### src/rtl/spi_slave_sync.sv
// SPI slave clocked entirely by i_CLK: SCLK, CS_n and MOSI are oversampled and edge-detected.
// Single-entry TX holding buffer (valid/ready), one-cycle RX valid pulse, burst, underrun and abort.
module spi_slave_sync #(
  parameter int DATA_WIDTH  = 8,
  parameter int SPI_MODE    = 0,
  parameter bit MSB_FIRST   = 1'b0,
  parameter int SYNC_STAGES = 2
) (
  input  logic                  i_CLK,
  input  logic                  i_RST_n,
  input  logic                  i_SLAVE_TX_VALID,
  input  logic [DATA_WIDTH-1:0] i_SLAVE_TX_DATA,
  output logic                  o_SLAVE_TX_READY,
  output logic                  o_SLAVE_RX_VALID,
  output logic [DATA_WIDTH-1:0] o_SLAVE_RX_DATA,
  output logic                  o_SLAVE_TX_UNDERRUN,
  output logic                  o_SLAVE_ABORT,
  output logic                  o_SLAVE_BUSY,
  input  logic                  i_SLAVE_SPI_SCLK,
  input  logic                  i_SLAVE_SPI_CS_n,
  input  logic                  i_SLAVE_SPI_MOSI,
  output logic                  o_SLAVE_SPI_MISO,
  output logic                  o_SLAVE_SPI_MISO_OE
);

  localparam bit CPOL  = ((SPI_MODE / 2) % 2) == 1;
  localparam bit CPHA  = (SPI_MODE % 2) == 1;
  localparam int CNT_W = $clog2(DATA_WIDTH) + 1;
  localparam logic [CNT_W-1:0] LAST_BIT = CNT_W'(DATA_WIDTH - 1);

  typedef enum logic {S_IDLE, S_ACTIVE} state_e;

  logic [SYNC_STAGES-1:0] sclk_sync_q;
  logic [SYNC_STAGES-1:0] cs_sync_q;
  logic [SYNC_STAGES-1:0] mosi_sync_q;
  logic [SYNC_STAGES-1:0] settle_q;
  logic                   sclk_prev_q;
  logic                   cs_prev_q;

  // NOTE: synchroniser flops reset to the bus idle levels so that leaving reset never looks like an SPI edge.
  always_ff @(posedge i_CLK or negedge i_RST_n) begin
    if (!i_RST_n) begin
      sclk_sync_q <= {SYNC_STAGES{CPOL}};
      cs_sync_q   <= '1;
      mosi_sync_q <= '0;
      settle_q    <= '0;
      sclk_prev_q <= CPOL;
      cs_prev_q   <= 1'b1;
    end else begin
      // NOTE: every clocked assignment is non-blocking so all flops update from pre-edge values.
      sclk_sync_q <= {sclk_sync_q[SYNC_STAGES-2:0], i_SLAVE_SPI_SCLK};
      cs_sync_q   <= {cs_sync_q[SYNC_STAGES-2:0], i_SLAVE_SPI_CS_n};
      mosi_sync_q <= {mosi_sync_q[SYNC_STAGES-2:0], i_SLAVE_SPI_MOSI};
      settle_q    <= {settle_q[SYNC_STAGES-2:0], 1'b1};
      sclk_prev_q <= sclk_sync_q[SYNC_STAGES-1];
      cs_prev_q   <= cs_sync_q[SYNC_STAGES-1];
    end
  end

  logic sclk_s, cs_s, mosi_s, settled;
  logic sclk_rise, sclk_fall, lead_edge, trail_edge, sample_edge, shift_edge;
  logic cs_fall, cs_rise;

  assign sclk_s      = sclk_sync_q[SYNC_STAGES-1];
  assign cs_s        = cs_sync_q[SYNC_STAGES-1];
  assign mosi_s      = mosi_sync_q[SYNC_STAGES-1];
  assign settled     = settle_q[SYNC_STAGES-1];
  assign sclk_rise   = sclk_s & ~sclk_prev_q;
  assign sclk_fall   = ~sclk_s & sclk_prev_q;
  assign lead_edge   = CPOL ? sclk_fall : sclk_rise;
  assign trail_edge  = CPOL ? sclk_rise : sclk_fall;
  assign sample_edge = CPHA ? trail_edge : lead_edge;
  assign shift_edge  = CPHA ? lead_edge : trail_edge;
  assign cs_fall     = ~cs_s & cs_prev_q;
  assign cs_rise     = cs_s & ~cs_prev_q;

  state_e                  state_q;
  logic                    armed_q;
  logic [CNT_W-1:0]        bit_cnt_q;
  logic                    word_done_q;
  logic [DATA_WIDTH-1:0]   rx_shift_q;
  logic [DATA_WIDTH-1:0]   rx_data_q;
  logic                    rx_valid_q;
  logic [DATA_WIDTH-1:0]   tx_shift_q;
  logic [DATA_WIDTH-1:0]   hold_q;
  logic                    hold_full_q;
  logic                    underrun_q;
  logic                    urun_pend_q;
  logic                    abort_q;
  logic                    busy_q;

  logic                  tx_accept, entry, active_evt, burst_load, word_load;
  logic                  load_pt, load_empty, load_defer;
  logic [DATA_WIDTH-1:0] load_word, rx_shifted, tx_shifted;

  assign tx_accept  = i_SLAVE_TX_VALID & ~hold_full_q;
  assign entry      = (state_q == S_IDLE) & cs_fall & armed_q;
  assign active_evt = (state_q == S_ACTIVE) & ~cs_rise;
  assign burst_load = active_evt & shift_edge & word_done_q;
  assign word_load  = active_evt & shift_edge & (bit_cnt_q == '0);
  assign load_pt    = CPHA ? word_load : (entry | burst_load);
  assign load_word  = hold_full_q ? hold_q : (tx_accept ? i_SLAVE_TX_DATA : '0);
  assign load_empty = load_pt & ~hold_full_q & ~tx_accept;
  // A burst reload happens on the closing edge of every word, so its underrun only counts once the next word really starts.
  assign load_defer = load_empty & ~CPHA & burst_load;

  assign rx_shifted = MSB_FIRST ? {rx_shift_q[DATA_WIDTH-2:0], mosi_s}
                                : {mosi_s, rx_shift_q[DATA_WIDTH-1:1]};
  assign tx_shifted = MSB_FIRST ? {tx_shift_q[DATA_WIDTH-2:0], 1'b0}
                                : {1'b0, tx_shift_q[DATA_WIDTH-1:1]};

  always_ff @(posedge i_CLK or negedge i_RST_n) begin
    if (!i_RST_n) begin
      state_q     <= S_IDLE;
      armed_q     <= 1'b0;
      bit_cnt_q   <= '0;
      word_done_q <= 1'b0;
      rx_shift_q  <= '0;
      rx_data_q   <= '0;
      rx_valid_q  <= 1'b0;
      tx_shift_q  <= '0;
      hold_q      <= '0;
      hold_full_q <= 1'b0;
      underrun_q  <= 1'b0;
      urun_pend_q <= 1'b0;
      abort_q     <= 1'b0;
      busy_q      <= 1'b0;
    end else begin
      rx_valid_q <= 1'b0;
      abort_q    <= 1'b0;
      underrun_q <= load_empty & ~load_defer;

      // A frame may only start after CS_n has genuinely been seen high since reset.
      if (settled && cs_s) armed_q <= 1'b1;

      if (load_pt && hold_full_q) begin
        hold_full_q <= 1'b0;
      end else if (tx_accept && !load_pt) begin
        hold_q      <= i_SLAVE_TX_DATA;
        hold_full_q <= 1'b1;
      end

      case (state_q)
        S_IDLE: begin
          if (entry) begin
            state_q     <= S_ACTIVE;
            busy_q      <= 1'b1;
            bit_cnt_q   <= '0;
            word_done_q <= 1'b0;
            urun_pend_q <= 1'b0;
            if (!CPHA) tx_shift_q <= load_word;
          end
        end
        S_ACTIVE: begin
          if (cs_rise) begin
            state_q     <= S_IDLE;
            busy_q      <= 1'b0;
            bit_cnt_q   <= '0;
            word_done_q <= 1'b0;
            urun_pend_q <= 1'b0;
            rx_shift_q  <= '0;
            if (bit_cnt_q != '0) begin
              abort_q    <= 1'b1;
              tx_shift_q <= '0;
            end
          end else begin
            if (sample_edge) begin
              rx_shift_q <= rx_shifted;
              if (urun_pend_q) begin
                underrun_q  <= 1'b1;
                urun_pend_q <= 1'b0;
              end
              if (bit_cnt_q == LAST_BIT) begin
                bit_cnt_q   <= '0;
                rx_valid_q  <= 1'b1;
                rx_data_q   <= rx_shifted;
                word_done_q <= 1'b1;
              end else begin
                bit_cnt_q <= bit_cnt_q + CNT_W'(1);
              end
            end
            if (shift_edge) begin
              if (load_pt) begin
                tx_shift_q  <= load_word;
                word_done_q <= 1'b0;
                urun_pend_q <= load_defer;
              end else begin
                tx_shift_q <= tx_shifted;
              end
            end
          end
        end
      endcase
    end
  end

  assign o_SLAVE_TX_READY    = ~hold_full_q;
  assign o_SLAVE_RX_VALID    = rx_valid_q;
  assign o_SLAVE_RX_DATA     = rx_data_q;
  assign o_SLAVE_TX_UNDERRUN = underrun_q;
  assign o_SLAVE_ABORT       = abort_q;
  assign o_SLAVE_BUSY        = busy_q;
  assign o_SLAVE_SPI_MISO    = MSB_FIRST ? tx_shift_q[DATA_WIDTH-1] : tx_shift_q[0];
  assign o_SLAVE_SPI_MISO_OE = busy_q;

endmodule

### config.mk
export PLATFORM = sky130hd
export DESIGN_NAME = spi_slave_sync
export DESIGN_NICKNAME = d
export VERILOG_FILES = /design/src/rtl/spi_slave_sync.sv
export SDC_FILE = /design/constraint.sdc
export NUM_CORES = 1
export LEC_CHECK = 0
export ABC_AREA = 1
export CORE_UTILIZATION = 49
export DETAILED_ROUTE_END_ITERATION = 12
export GPL_ROUTABILITY_DRIVEN = 0
export PLACE_DENSITY = 0.71
export SLEW_MARGIN = 20
export SYNTH_ARGS = -nofsm -noshare
export SYNTH_HDL_FRONTEND = slang
export SYNTH_SLANG_ARGS = --single-unit
### constraint.sdc
create_clock -name i_CLK -period 1.48 [get_ports i_CLK]
set_input_delay 0.296 -clock i_CLK [delete_from_list [all_inputs] [get_ports i_CLK]]
set_output_delay 0.296 -clock i_CLK [all_outputs]
set_load 0.01 [all_outputs]
; ---- After elaboration in Yosys (flattened, before gate mapping)
; Cells that the tools add are included.
[word_totals]
regBits = 55
[op_classes]
bitwise = 25
n_mux = 46
n_eq_ne = 6
n_reduce_logical = 13
n_addsub = 1
[ops]
columns = cell, n
row1 = $mux 8, 9
row2 = $mux 1, 27
row3 = $mux 4, 4
row4 = $pmux 8 s2, 1
row5 = $and 1x1->1, 14
row6 = $not 1->1, 10
row7 = $pmux 1 s2, 4
row8 = $pmux 4 s2, 1
row9 = $reduce_and 2->1, 4
row10 = $ne 3x3->1 const B, 2
row11 = $add 4x1->4 const B, 1
row12 = $eq 4x3->1 const B, 1
row13 = $ne 2x2->1 const B, 2
row14 = $reduce_and 4->1, 1
row15 = $reduce_bool 2->1, 2
row16 = $reduce_bool 4->1, 1
row17 = $logic_and 1x1->1, 3
row18 = $ne 3x2->1 const B, 1
row19 = $reduce_and 3->1, 1
row20 = $logic_not 1->1, 1
row21 = $or 1x1->1, 1

; ---- Depth between registers and ports, before layout
[depth]
depth_word = 16
ltp_mapped = 11
ltp_nobuf = 11

; ---- Worst setup path after synthesis
; Ideal clock, no wire load.
[synth_timing]
kind = register -> register
startpoint = register cs_prev_q
endpoint = register hold_q[6]
path_stages_with_launch = 9
t_required_ps = 1363
path_slack_ps = 102
period_less_slack_ps = 1378
arrival_time_ps = 1260
cell_sequence = dfstp_2 -> inv_1 -> nand2_1 -> nand2_2 -> o21ai_2 -> nor2_4 -> buf_6 -> nand2_1 -> o21ai_2
[synth_via]
elab_chain_cells = 10
[synth_rtl]
columns = element, line_no
row1 = from (decl), 38  ; logic cs_prev_q;
row2 = from (signal assigned), 56  ; cs_prev_q <= cs_sync_q[SYNC_STAGES-1];
row3 = $not 1->1, 75  ; assign cs_rise = cs_s & ~cs_prev_q;
row4 = $and 1x1->1, 75
row5 = $not 1->1 (no line), n/a
row6 = $and 1x1->1, 98  ; assign active_evt = (state_q == S_ACTIVE) & ~cs_rise;
row7 = $and 1x1->1, n/a
row8 = $and 1x1->1, 99  ; assign burst_load = active_evt & shift_edge & word_done_q;
row9 = $or 1x1->1 *, 101  ; assign load_pt = CPHA ? word_load : (entry | burst_load);
row10 = $logic_not 1->1 or $logic_and 1x1->1 (tied branches), "138, 136"
row11 = $logic_and 1x1->1 or $not 1->1 (tied branches), n/a
row12 = $reduce_and 2->1 (no line) *, n/a
row13 = to (signal assigned), 139  ; hold_q <= i_SLAVE_TX_DATA;
row14 = to (decl), 85  ; logic [DATA_WIDTH-1:0] hold_q;
; Every way passes the cells marked *; elsewhere a longest branch is shown, timed or not.
; A chain may end at the register's enable or synchronous reset.

; ---- Worst setup path after layout
[layout_timing]
startpoint = register cs_prev_q
endpoint = register tx_shift_q[2]
[layout_via]
elab_chain_cells = 11
[layout_rtl]
columns = element, line_no
row1 = $not 1->1, 75
row2 = $and 1x1->1, 75
row3 = $not 1->1 (no line), n/a
row4 = $and 1x1->1, 98
row5 = $and 1x1->1, n/a
row6 = $and 1x1->1, 99
row7 = $or 1x1->1, 101
row8 = $mux 8, 183  ; if (load_pt) begin
row9 = $mux 8, 182  ; if (shift_edge) begin
row10 = $mux 8, 155  ; if (cs_rise) begin
row11 = $pmux 8 s2, 143  ; case (state_q)
row12 = to (signal assigned), 151  ; if (!CPHA) tx_shift_q <= load_word;
row13 = to (signal assigned), 184  ; tx_shift_q <= load_word;
row14 = to (signal assigned), 188  ; tx_shift_q <= tx_shifted;
row15 = to (decl), 84  ; logic [DATA_WIDTH-1:0] tx_shift_q;
; Parallel ways exist; a longest one is shown, timed or not. The select of a mux whose other input is x is not followed.

==> metrics.md <==
| Metric | Value |
|---|---|
| Outcome | `finished with violations` |
| Violated checks | `setup timing` |
| Final hold viol count | `0` |
| R2r endpoint | `tx_shift_q[2]` |
| Layout area overhead | `36.1%` |
| Remaining antenna violation count after routing | `0` |
| Sink Count | `54` |
| WP data required | `1.73 ns` |
| Drt drc | `0` |
| Cell Pwr Density | `1220 nW/um^2` |
| Max Transition Viols Final | `0` |
| Sequential share of power | `0.469` |
| Final setup violation count | `14` |
| R2R cell count | `9` |
| H-tree levels | `2` |
| WS Path Type | `flip-flop to flip-flop` |
| Hold Path Origin | `mosi_sync_q[0]` |
| Fmax | `664 MHz` |
| Starting Density | `0.508` |
| Commonest non-fill, non-tap cells in the layout | `dfrtp_1 (50), inv_1 (46), nand2_1 (43)` |
| Largest net degree at the start of global routing | `55` |
| IO Port Bufs | `28` |
| Root Driver | `clkbuf_8` |
| Worst-path clk slew | `0.09 ns` |
| Mapped Area | `2400 um^2` |
| Drt first pass iters | `4` |
| Row cnt | `25` |
| CTS Buffer Depth | `2` |
| Leak Pwr | `1.65 nW` |
| RSZ-0062 raised after global routing | `true` |
| Reg2Reg Setup Slack | `-0.03 ns` |
| Average cell area after synthesis | `8.98 um^2` |
| MaxCap Viol Count | `0` |
| Starting DRT DRC Count | `72` |
| Finished Layout Cells | `386` |
| Crit-path max FO | `7` |
| Net Sw Power | `1.26 mW` |
| Commonest non-fill, non-tap cell in the layout | `dfrtp_1` |
| Comb power frac | `0.287` |
| Seq cells post-synth | `54` |
| Hold WC Path Type | `flip-flop to flip-flop` |
| Layout cell share with drive strength beyond 1 | `0.279` |
| Sequential share of the synthesized area | `0.565` |
| Number of CTS-inserted buffers | `5` |
| Via/cell ratio | `4.83` |
| CTS tree | `built` |
| Worst r2r src | `cs_prev_q` |
| Peak VDD IR | `0.000687 V` |
| Total power | `3.97 mW` |
| Final hold slack | `0.354 ns` |
| Die Ht | `71.9 um` |
| Antenna diodes | `0` |
| Internal cell power | `2.71 mW` |
| Setup TNS | `-0.171 ns` |
| Syn nets | `283` |
| Clock Skew | `0.00542 ns` |
| Setup crit start kind | `flip-flop` |
| Post-Route WL | `4630 um` |
| Warnings from Yosys | `0` |
| Core area | `4720 um^2` |
| Mapped Cells | `267` |
| Hold Path Depth | `0` |
| # nets final | `334` |
| Die area | `5180 um^2` |
| GRT overflow | `0` |
| Sink of the worst hold path | `mosi_sync_q[1]` |
| Post-layout min period | `1.51 ns` |
| First-pass GRT wire length | `7370 um` |
| Fin crit share | `1.02` |
| Final setup margin | `-0.0254 ns` |
| Die Wd | `71.9 um` |
| DP HPWL | `2900 um` |
| Fillers | `363` |
| Vias in the first global route | `1,671` |
| Initial antenna violation count | `0` |
| Switching Share | `0.317` |
| Clk_lat worst skew | `0.31 ns` |
| Via count | `1,865` |
| Total track usage | `0.187` |
| DP Cell Count | `370` |
| Ports | `29` |
| WL/cell | `12.0 um` |
| Clk pwr share | `0.244` |
| Crit end category | `flip-flop` |
| Critical Path AT | `1.76 ns` |
| Synth cell types | `27` |
==> logic make-up (layout without fill, tap and decap cells) <==
logic type               Yosys count  after routing  synth area share
AND/OR/NAND/NOR                  106            106             0.210
AO/OA/AOI/OAI                     44             44             0.111
other                              1              1           0.00156
adder cells (fa/ha/maj)            2              2            0.0104
buffers and inverters             60            112             0.102
flip-flops                        54             54             0.565
==> Yosys cell counts (all sizes together) <==
library cell  count  area (um^2)
a21o              1         7.51
a21oi             2         10.0
buf               6         38.8
clkbuf            1         3.75
clkinv            1         3.75
conb              1         3.75
dfrtp            51         1280
dfstp             3         78.8
ha                2         25.0
inv              52          198
nand2            61          236
nand3            24          140
nand4             9         56.3
nor2             11         61.3
nor3              1         10.0
o21ai            34          204
o22ai             7         43.8
==> power by group through the flow <==
stage	combinational, mW	clock, mW	sequential [mW]
detailed placement	1.00	0	1.88
global placement	0.984	0	1.88
floorplan	0.673	0	1.86
global route	1.28	1.07	1.89
finish	1.14	0.969	1.86
CTS	1.02	1.00	1.86
==> registers in the layout, indices dropped and copies added (netlist names) <==
signal / cells
bit_cnt_q: 4
tx_shift_q: 8
settle_q: 2
hold_full_q: 1
word_done_q: 1
urun_pend_q: 1
o_SLAVE_ABORT: 1
sclk_sync_q: 2
hold_q: 8
state_q: 1
o_SLAVE_TX_UNDERRUN: 1
sclk_prev_q: 1
armed_q: 1
o_SLAVE_RX_DATA: 8
o_SLAVE_BUSY: 1
mosi_sync_q: 2
cs_prev_q: 1
rx_shift_q: 7
o_SLAVE_RX_VALID: 1
cs_sync_q: 2
==> repair_timing <==
action / in CTS / in global routing
hold buffers: 1 / 0
pin swaps: 1 / 9
setup buffers: 2 / 3
hold endpoints to repair: 51 / 0
gates cloned: 0 / 2
endpoints found under the setup margin: 27 / 37
resized for setup: 19 / 51
==> area by class of cell <==
class	instances	area, um^2	share of cell area
Clock buffer	6	72.6	0.0222
Clock inverter	2	37.5	0.0115
Inverter	53	206	0.0633
Tap cell	67	83.8	0.0257
Multi-Input combinational cell	153	980	0.300
Sequential cell	54	1360	0.416
Timing Repair Buffer	51	527	0.161
==> worst max-delay path by stage <==
| stage | startpoint | to | slack, ns | depth (start not counted) |
|---|---|---|---|---|
| finish | cs_prev_q | tx_shift_q[2] | -0.03 | 9 |
| floorplan | cs_prev_q | hold_q[6] | 0.10 | 8 |
| CTS | cs_sync_q[1] | tx_shift_q[7] | -0.002 | 9 |
| global placement | i_SLAVE_TX_VALID | tx_shift_q[3] | -0.03 | 8 |
| detailed placement | i_SLAVE_TX_VALID | tx_shift_q[5] | -0.09 | 8 |
| global route | cs_sync_q[1] | tx_shift_q[4] | -0.1 | 10 |
==> worst max-delay path, stage by stage (launching register included) <==
cell,delay (ns)
dfstp_2,0.57
inv_2,0.05
nand2_4,0.09
nand2_4,0.08
buf_4,0.15
o21ai_4,0.20
nand2_1,0.12
nand3_1,0.09
nand2_1,0.05
inv_1,0.04
==> per-stage QoR <==
stage / utilization / setup WS (ns) / instance area [um^2]
5_1_grt: 0.691 / -0.0997 / 3260
4_1_cts: 0.638 / -0.00207 / 3010
2_1_floorplan: - / 0.102 / 2400
3_3_place_gp: 0.606 / -0.0295 / 2860
6_report: 0.691 / -0.0254 / 3260
3_5_place_dp: 0.606 / -0.0940 / 2860
==> per-layer routing <==
layer	global-route usage	part of all wire	vias to the layer above
li1	-	-	948
met4	0.0763	0.018	0
met2	0.302	0.50	39
met3	0.0458	0.038	9
met5	0	0	-
met1	0.246	0.45	869
Power figures use the tool's default switching activity.
